==> config.mk <==
export PLATFORM = sky130hd
export DESIGN_NAME = bounce_gen
export DESIGN_NICKNAME = d
export VERILOG_FILES = /design/src/rtl/bounce_pkg.sv /design/src/rtl/bounce_gen_lfsr16.sv /design/src/rtl/bounce_gen.sv
export SDC_FILE = /design/constraint.sdc
export NUM_CORES = 1
export LEC_CHECK = 0
export BUFFER_PORTS_ARGS = -buffer_cell sky130_fd_sc_hd__buf_2
export CAP_MARGIN = 25
export CORE_MARGIN = 4
export CORE_UTILIZATION = 40
export DETAILED_ROUTE_END_ITERATION = 12
export GPL_ROUTABILITY_DRIVEN = 0
export GPL_TIMING_DRIVEN = 0
export PLACE_DENSITY_LB_ADDON = 0.15
export RECOVER_POWER = 25
export REMOVE_ABC_BUFFERS = 1
export SLEW_MARGIN = 0
export SYNTH_ARGS = -nofsm -noshare
export SYNTH_HDL_FRONTEND = slang
export SYNTH_SLANG_ARGS = --single-unit
==> constraint.sdc <==
create_clock -name clk -period 2.13 [get_ports clk]
set_input_delay 0 -clock clk [delete_from_list [all_inputs] [get_ports clk]]
set_output_delay 0 -clock clk [all_outputs]
set_load 0.005 [all_outputs]
==> src/rtl/bounce_pkg.sv <==
// Shared types and constants for the switch-bounce emulator.
package bounce_pkg;

  typedef enum logic [1:0] {
    IDLE   = 2'd0,
    BOUNCE = 2'd1,
    SETTLE = 2'd2
  } state_t;

  // Galois feedback mask for x^16 + x^14 + x^13 + x^11 + 1 (right-shifting form).
  localparam logic [15:0] LFSR_TAPS    = 16'hB400;
  localparam logic [15:0] DEFAULT_SEED = 16'hACE1;

  function automatic logic [15:0] lfsr_next(input logic [15:0] cur);
    lfsr_next = {1'b0, cur[15:1]} ^ (cur[0] ? LFSR_TAPS : 16'h0000);
  endfunction

endpackage

==> src/rtl/bounce_gen_lfsr16.sv <==
// 16-bit Galois LFSR that free-runs every cycle out of reset.
module lfsr16
  import bounce_pkg::*;
(
  input  logic        clk,
  input  logic        rst_n,
  input  logic [15:0] seed,
  output logic [15:0] q
);

  logic [15:0] seed_eff;

  // An all-zero seed would lock the register, so it is swapped for the default.
  always_comb begin
    seed_eff = seed;
    if (seed == '0) seed_eff = DEFAULT_SEED;
  end

  // Advance unconditionally; the state can never reach zero from a non-zero seed.
  always_ff @(posedge clk or negedge rst_n) begin
    if (!rst_n) q <= seed_eff;
    else        q <= lfsr_next(q);
  end

endmodule

==> src/rtl/bounce_gen.sv <==
// Emulates a bouncing mechanical switch: on each level change it emits
// 2*BOUNCE_PAIRS+1 toggles at pseudo-random gaps, then holds the final level.
module bounce_gen
  import bounce_pkg::*;
#(
  parameter int unsigned BOUNCE_PAIRS  = 3,
  parameter int unsigned MIN_GAP       = 16,
  parameter int unsigned GAP_W         = 10,
  parameter int unsigned SETTLE_CYCLES = 8192,
  parameter logic [15:0] SEED          = DEFAULT_SEED
) (
  input  logic clk,
  input  logic rst_n,
  input  logic cmd_valid,
  input  logic cmd_level,
  output logic cmd_ready,
  output logic button_out,
  output logic busy,
  output logic done
);

  localparam logic [4:0]  TOG_LOAD    = 5'(2 * BOUNCE_PAIRS);
  localparam logic [20:0] SETTLE_LOAD = 21'(SETTLE_CYCLES);
  localparam logic [16:0] GAP_BASE    = 17'(MIN_GAP);
  localparam logic [15:0] GAP_MASK    = 16'((32'd1 << GAP_W) - 32'd1);

  state_t      state;
  logic [4:0]  tog_cnt;
  logic [16:0] gap_cnt;
  logic [20:0] settle_cnt;
  logic [15:0] lfsr_q;
  logic [16:0] gap_next;

  lfsr16 u_lfsr (
    .clk   (clk),
    .rst_n (rst_n),
    .seed  (SEED),
    .q     (lfsr_q)
  );

  // Next gap: minimum spacing plus the low GAP_W LFSR bits, in 17 bits so it never wraps.
  always_comb begin
    gap_next = GAP_BASE + {1'b0, lfsr_q & GAP_MASK};
  end

  // Sequencer: accept in IDLE, toggle through BOUNCE, hold in SETTLE, pulse done.
  always_ff @(posedge clk or negedge rst_n) begin
    if (!rst_n) begin
      state      <= IDLE;
      button_out <= 1'b0;
      busy       <= 1'b0;
      done       <= 1'b0;
      cmd_ready  <= 1'b1;
      tog_cnt    <= '0;
      gap_cnt    <= '0;
      settle_cnt <= '0;
    end else begin
      done <= 1'b0;
      unique case (state)
        IDLE: begin
          if (cmd_valid) begin
            if (cmd_level == button_out) begin
              done <= 1'b1;
            end else begin
              button_out <= ~button_out;
              tog_cnt    <= TOG_LOAD;
              gap_cnt    <= gap_next;
              state      <= BOUNCE;
              busy       <= 1'b1;
              cmd_ready  <= 1'b0;
            end
          end
        end
        BOUNCE: begin
          if (gap_cnt <= 17'd1) begin
            if (tog_cnt != '0) begin
              button_out <= ~button_out;
              tog_cnt    <= tog_cnt - 5'd1;
              gap_cnt    <= gap_next;
            end else begin
              gap_cnt    <= '0;
              settle_cnt <= SETTLE_LOAD;
              state      <= SETTLE;
            end
          end else begin
            gap_cnt <= gap_cnt - 17'd1;
          end
        end
        SETTLE: begin
          if (settle_cnt <= 21'd1) begin
            settle_cnt <= '0;
            state      <= IDLE;
            busy       <= 1'b0;
            cmd_ready  <= 1'b1;
            done       <= 1'b1;
          end else begin
            settle_cnt <= settle_cnt - 21'd1;
          end
        end
        default: begin
          state     <= IDLE;
          busy      <= 1'b0;
          cmd_ready <= 1'b1;
        end
      endcase
    end
  end

endmodule

# [After elaboration in Yosys (flattened, before gate mapping)]
# Cells that the tools add are included.
[word_totals] regBits=65 in_bits=4 output_inout_bits=4 elab_cells=74
[op_classes] addsub=4 order_cmp=2 n_eq_ne=9 n_mux=38 bitwise=3 reduce_logical=9
[ops] op="21-bit two-way mux" count=3
[ops] op="17-bit two-way mux" count=3
[ops] op="21-bit one-hot mux with 2 select lines" count=1
[ops] op="17-bit one-hot mux with 2 select lines" count=1
[ops] op="21-bit by 1-bit less-or-equal comparator with 1-bit output, second input constant" count=1
[ops] op="21-bit by 1-bit subtractor with 21-bit output, second input constant" count=1
[ops] op="5-bit two-way mux" count=4
[ops] op="17-bit by 1-bit less-or-equal comparator with 1-bit output, second input constant" count=1
[ops] op="17-bit by 1-bit subtractor with 17-bit output, second input constant" count=1
[ops] op="16-bit two-way mux" count=1
[ops] op="15-bit by 16-bit XOR with 16-bit output" count=1
[ops] op="1-bit two-way mux" count=13
[ops] op="2-bit != test, second input constant" count=6
[ops] op="5-bit by 10-bit adder with 11-bit output, first input constant" count=1
[ops] op="11-bit two-way mux" count=1
[ops] op="2-bit two-way mux" count=5
[ops] op="5-bit one-hot mux with 2 select lines" count=1
[ops] op="5-bit AND reduction" count=2
[ops] op="1-bit one-hot mux with 3 select lines" count=2
[ops] op="2-bit one-hot mux with 3 select lines" count=1
[ops] op="3-bit AND reduction" count=2
[ops] op="5-bit nonzero test" count=1
[ops] op="5-bit by 1-bit subtractor with 5-bit output, second input constant" count=1
[ops] op="1-bit one-hot mux with 2 select lines" count=2
[ops] op="other kinds (7)" count=9

# [Longest topological paths before layout]
[logic_depth] depth_word=4 mapped_depth=9 ltp_nobuf=8

# [Least setup slack after synthesis]
# Ideal clock, no wire load.
[synth_timing] path_kind="register -> register" start="register tog_cnt[0]" end="register settle_cnt[15]" setup_ns=0.134 t_arrival_ns=2.021 required_time_ns=1.996 slack_ns=-0.025 path_stages_with_launch=10 n_path_buf=2 synth_period_minus_slack_ns=2.155 path_cell_list="dfrtp_1 -> inv_1 -> ha_1 -> or4b_1 -> buf_2 -> nor2_4 -> a31oi_2 -> clkbuf_1 -> o41ai_1 -> a21oi_1"
[synth_via] elab_chain_len=3
[synth_rtl] element="from (decl)" line_no="bounce_gen.sv:28" text="logic [4:0] tog_cnt;"
[synth_rtl] element="from (signal assigned)" line_no="bounce_gen.sv:78" text="tog_cnt <= tog_cnt - 5'd1;"
[synth_rtl] element="5-bit nonzero test" line_no="bounce_gen.sv:76" text="if (tog_cnt != '0) begin"
[synth_rtl] element="2-bit != test (no line)"
[synth_rtl] element="3-bit AND reduction (no line)"
[synth_rtl] element="to (signal assigned)" line_no="bounce_gen.sv:97" text="settle_cnt <= settle_cnt - 21'd1;"
[synth_rtl] element="to (decl)" line_no="bounce_gen.sv:30" text="logic [20:0] settle_cnt;"
# Every way passes these cells.
# A chain may end at the register's enable or synchronous reset.

# [Final worst setup path]
[layout_timing] start="register settle_cnt[3]" end="register settle_cnt[17]"
[layout_via] elab_chain_len=3 elab_cells_between_ends=4 classes_between="add/sub (1); order compare (1); mux (2)"
[layout_rtl] element="21-bit by 1-bit subtractor with 21-bit output or 21-bit by 1-bit less-or-equal comparator with 1-bit output (tied branches)" line_no="bounce_gen.sv:97, bounce_gen.sv:90"
[layout_rtl] element="21-bit two-way mux *" line_no="bounce_gen.sv:90" text="if (settle_cnt <= 21'd1) begin"
[layout_rtl] element="21-bit one-hot mux with 2 select lines *" line_no="bounce_gen.sv:59" text="unique case (state)"
# Mark *: on every way between the ends. The rest lies on a longest branch, timed or not.

==> results.md <==
- Outcome: finished with violations
- Failing checks: max-capacitance violations, max-slew violations, negative setup slack
- Post-synthesis compound-gate area fraction: 20.4%
- Die height: 100 um
- Post-synthesis mux area share: 1.22%
- First-pass GRT wire length: 15.0 mm
- Required @ worst endpoint: 2.41 ns
- Simple-Gate Fraction of Synth Area: 21.8%
- ANT nets after route: 0
- Register area share after synthesis: 48.2%
- Post-synth EDFFs: 0
- Seq cells post-synth: 65
- WL final: 9.00 mm
- Initial antenna violation count: 0
- Drt first pass iters: 4
- Most numerous cell in the Yosys netlist: dfrtp_1
- Max transition margin: -8.59%
- CTS tree: yes
- Power per Cell Area: 889 mW/mm^2
- Fin util: 52.6%
- Yosys top cell area share: 41.2%
- Synthesized area: 0.00340 sq mm
- Top_reg_cell synth: dfrtp_1
- Static Leakage: 1.87 nW
- Vias in the first global route: 2,875
- Max Freq: 457 MHz
- Post-DP HPWL: 5.09 mm
- Layout Skew: 0.0184 ns
- CTS sink count: 65
- Input/output buffers: 7
- DR vias/cell: 6.00
- Critical Path AT: 2.46 ns
- Antenna diodes: 0
- Fin area: 0.00435 sq mm
- Core ar.: 0.00826 sq mm
- Final setup viols: 6
- WS Path Type: reg -> reg
- Worst Path Max Fanout: 6
- Layout cells sized above 1: 31.5%
- RSZ-0062 raised after global routing: yes
- Avg WL per Cell: 18.1 um
- Most frequent cells after synthesis: 56 x dfrtp_1, 29 x o21ai_0, 24 x a21oi_1, 23 x nor2_1, 20 x nand2_1
- Worst Hold Class: in -> reg
- Tmin final: 2.19 ns
- CTS Buf Count: 9
- # H-tree levels: 3
- Startpoint Class: flop
- Die width: 100 um
- DR vias: 2,976
- Clock Latency Late Sink: 0.35 ns
- Initial DRC count: 142
- Dpl ws: -0.611 ns
- Synth Area per Inst: 9.85 sq um
- Peak supply drop: 0.585 mV
- Largest family of logic cells by synthesized area: simple AND/OR/NAND/NOR gates
- XOR/XNOR share of the synthesized area: 2.84%
- Asr flop ratio synth: 100%
- All-Layer GR Usage: 18.5%
- Adder-cell area share of the yosys netlist: 2.58%
- Gr ovfl total: 0
- Top Ports: 8
- Distinct cell type count after synthesis: 60
- P&R area growth vs syn: 27.9%
- Post-Place Cell Area: 0.00353 sq mm
- CTS Root Cell: clkbuf_8
- Final net count: 397
- TNS Setup: -0.177 ns
- Pins Over Slew Limit: 66
- Worst-margin pin slew: 1.63 ns
- Initial Util: 41.2%
- Max Cap Violations: 1
- # rows: 33
- Setup crit end kind: flop
- Area leader, netlist: dfrtp_1
- DRC violations left: 0
- Clock-pin slew on the worst setup and hold paths: 0.09 ns
- Largest net degree at the start of global routing: 66
- Die area: 0.0100 sq mm
- Final period utilization: 103%
- Final worst slack: -0.0563 ns
- Design Power: 3.87 mW
- Top cells by area, synth: dfrtp_1 41%, dfstp_2 7.0%, o21ai_0 4.3%, a21oi_1 3.5%, ha_1 2.6%
- Final Hold Fails: 0
- Clock buffer depth: 2
- Warnings, synthesis: 0
- Mapped Cells: 345
## repair_timing
| item | CTS | global route |
|---|---|---|
| resized for setup | 36 | 37 |
| cloned | 2 | 1 |
| pin swaps | 18 | 16 |
| endpoints found under the setup margin | 43 | 38 |
| endpoints found under the hold margin | 56 | 0 |
| hold buffers | 1 | 0 |
| setup buffers | 24 | 5 |
## registers in the layout, indices dropped and copies added (netlist names)
name,cells
cmd_ready,1
button_out,1
state,2
busy,1
u_lfsr.q,16
gap_cnt,17
done,1
tog_cnt,5
settle_cnt,21
## cells by family after synthesis
kind of cell,count (synthesis)
muxes,4
and+or+nand+nor,132
adders and majority gates,7
AOI/OAI and AO/OA,103
xor gates and xnor gates,11
DFF,65
buffers and inverters,23
## layout make-up
type / count / area (sq um)
Timing Repair Buffer: 41 / 338
Multi-Input combinational cell: 259 / 2010
Tap cell: 105 / 131
Sequential cell: 65 / 1640
Inverter: 10 / 37.5
Clock buffer: 11 / 131
Fill cell: 742 / 3910
Clock inverter: 5 / 57.6
## worst max-delay path: stages, from the launching register on
cell     delay (ns)
dfrtp_1        0.39
or4_4          0.57
and4b_2        0.40
nand2_4        0.09
or4b_1         0.53
a21oi_1        0.15
## cells in the final DEF (no fill, tap or decap), types with 8 or more instances in the layout
cell type  count
a21oi_1       12
a21oi_2       12
buf_4         27
clkbuf_8       9
dfrtp_1       55
inv_1          8
nand2_1       20
nand3_1       11
nor2_1        21
nor3_1         8
nor4_1         9
o21ai_0       25
or3_1          8
## final timing paths
| path | slack (ns) | cells past startpoint | endpoint | start |
|---|---|---|---|---|
| max in group asynchronous | 0.44 | 2 | settle_cnt[2]$_DFFE_PN0P_ | rst_n |
| worst min register to register | 0.37 | 0 | u_lfsr.q[11]$_DFF_PN1_ | u_lfsr.q[12]$_DFF_PN0_ |
| worst max register to register | -0.06 | 5 | settle_cnt[17]$_DFFE_PN0P_ | settle_cnt[3]$_DFFE_PN0P_ |
| worst min-delay path | 0.10 | 3 | done$_DFF_PN0_ | cmd_valid |
| worst max-delay path | -0.06 | 5 | settle_cnt[17]$_DFFE_PN0P_ | settle_cnt[3]$_DFFE_PN0P_ |
| min in group asynchronous | 0.60 | 2 | settle_cnt[8]$_DFFE_PN0P_ | rst_n |
## report_power, final
group	switching (mW)	internal [mW]	leakage, nW
Clock	0.502	0.542	0.0973
Sequential	0.292	1.44	0.828
Combinational	0.560	0.526	0.942
## metrics by stage
stage | cells | hold slack (ns)
floorplan | 332 | -0.296
global placement | 444 | 0.336
detailed placement | 447 | 0.156
CTS | 490 | 0.0644
global route | 496 | 0.0870
finish | 496 | 0.105
## per-layer routing
layer,routed length (um),up-vias,track usage [%]
li1,-,1395,-
met1,4130,1500,26.2
met2,4360,66,28.6
met3,364,15,4.03
met4,132,0,5.39
met5,0,-,0
Note: power is estimated with default switching activity, not from simulation.
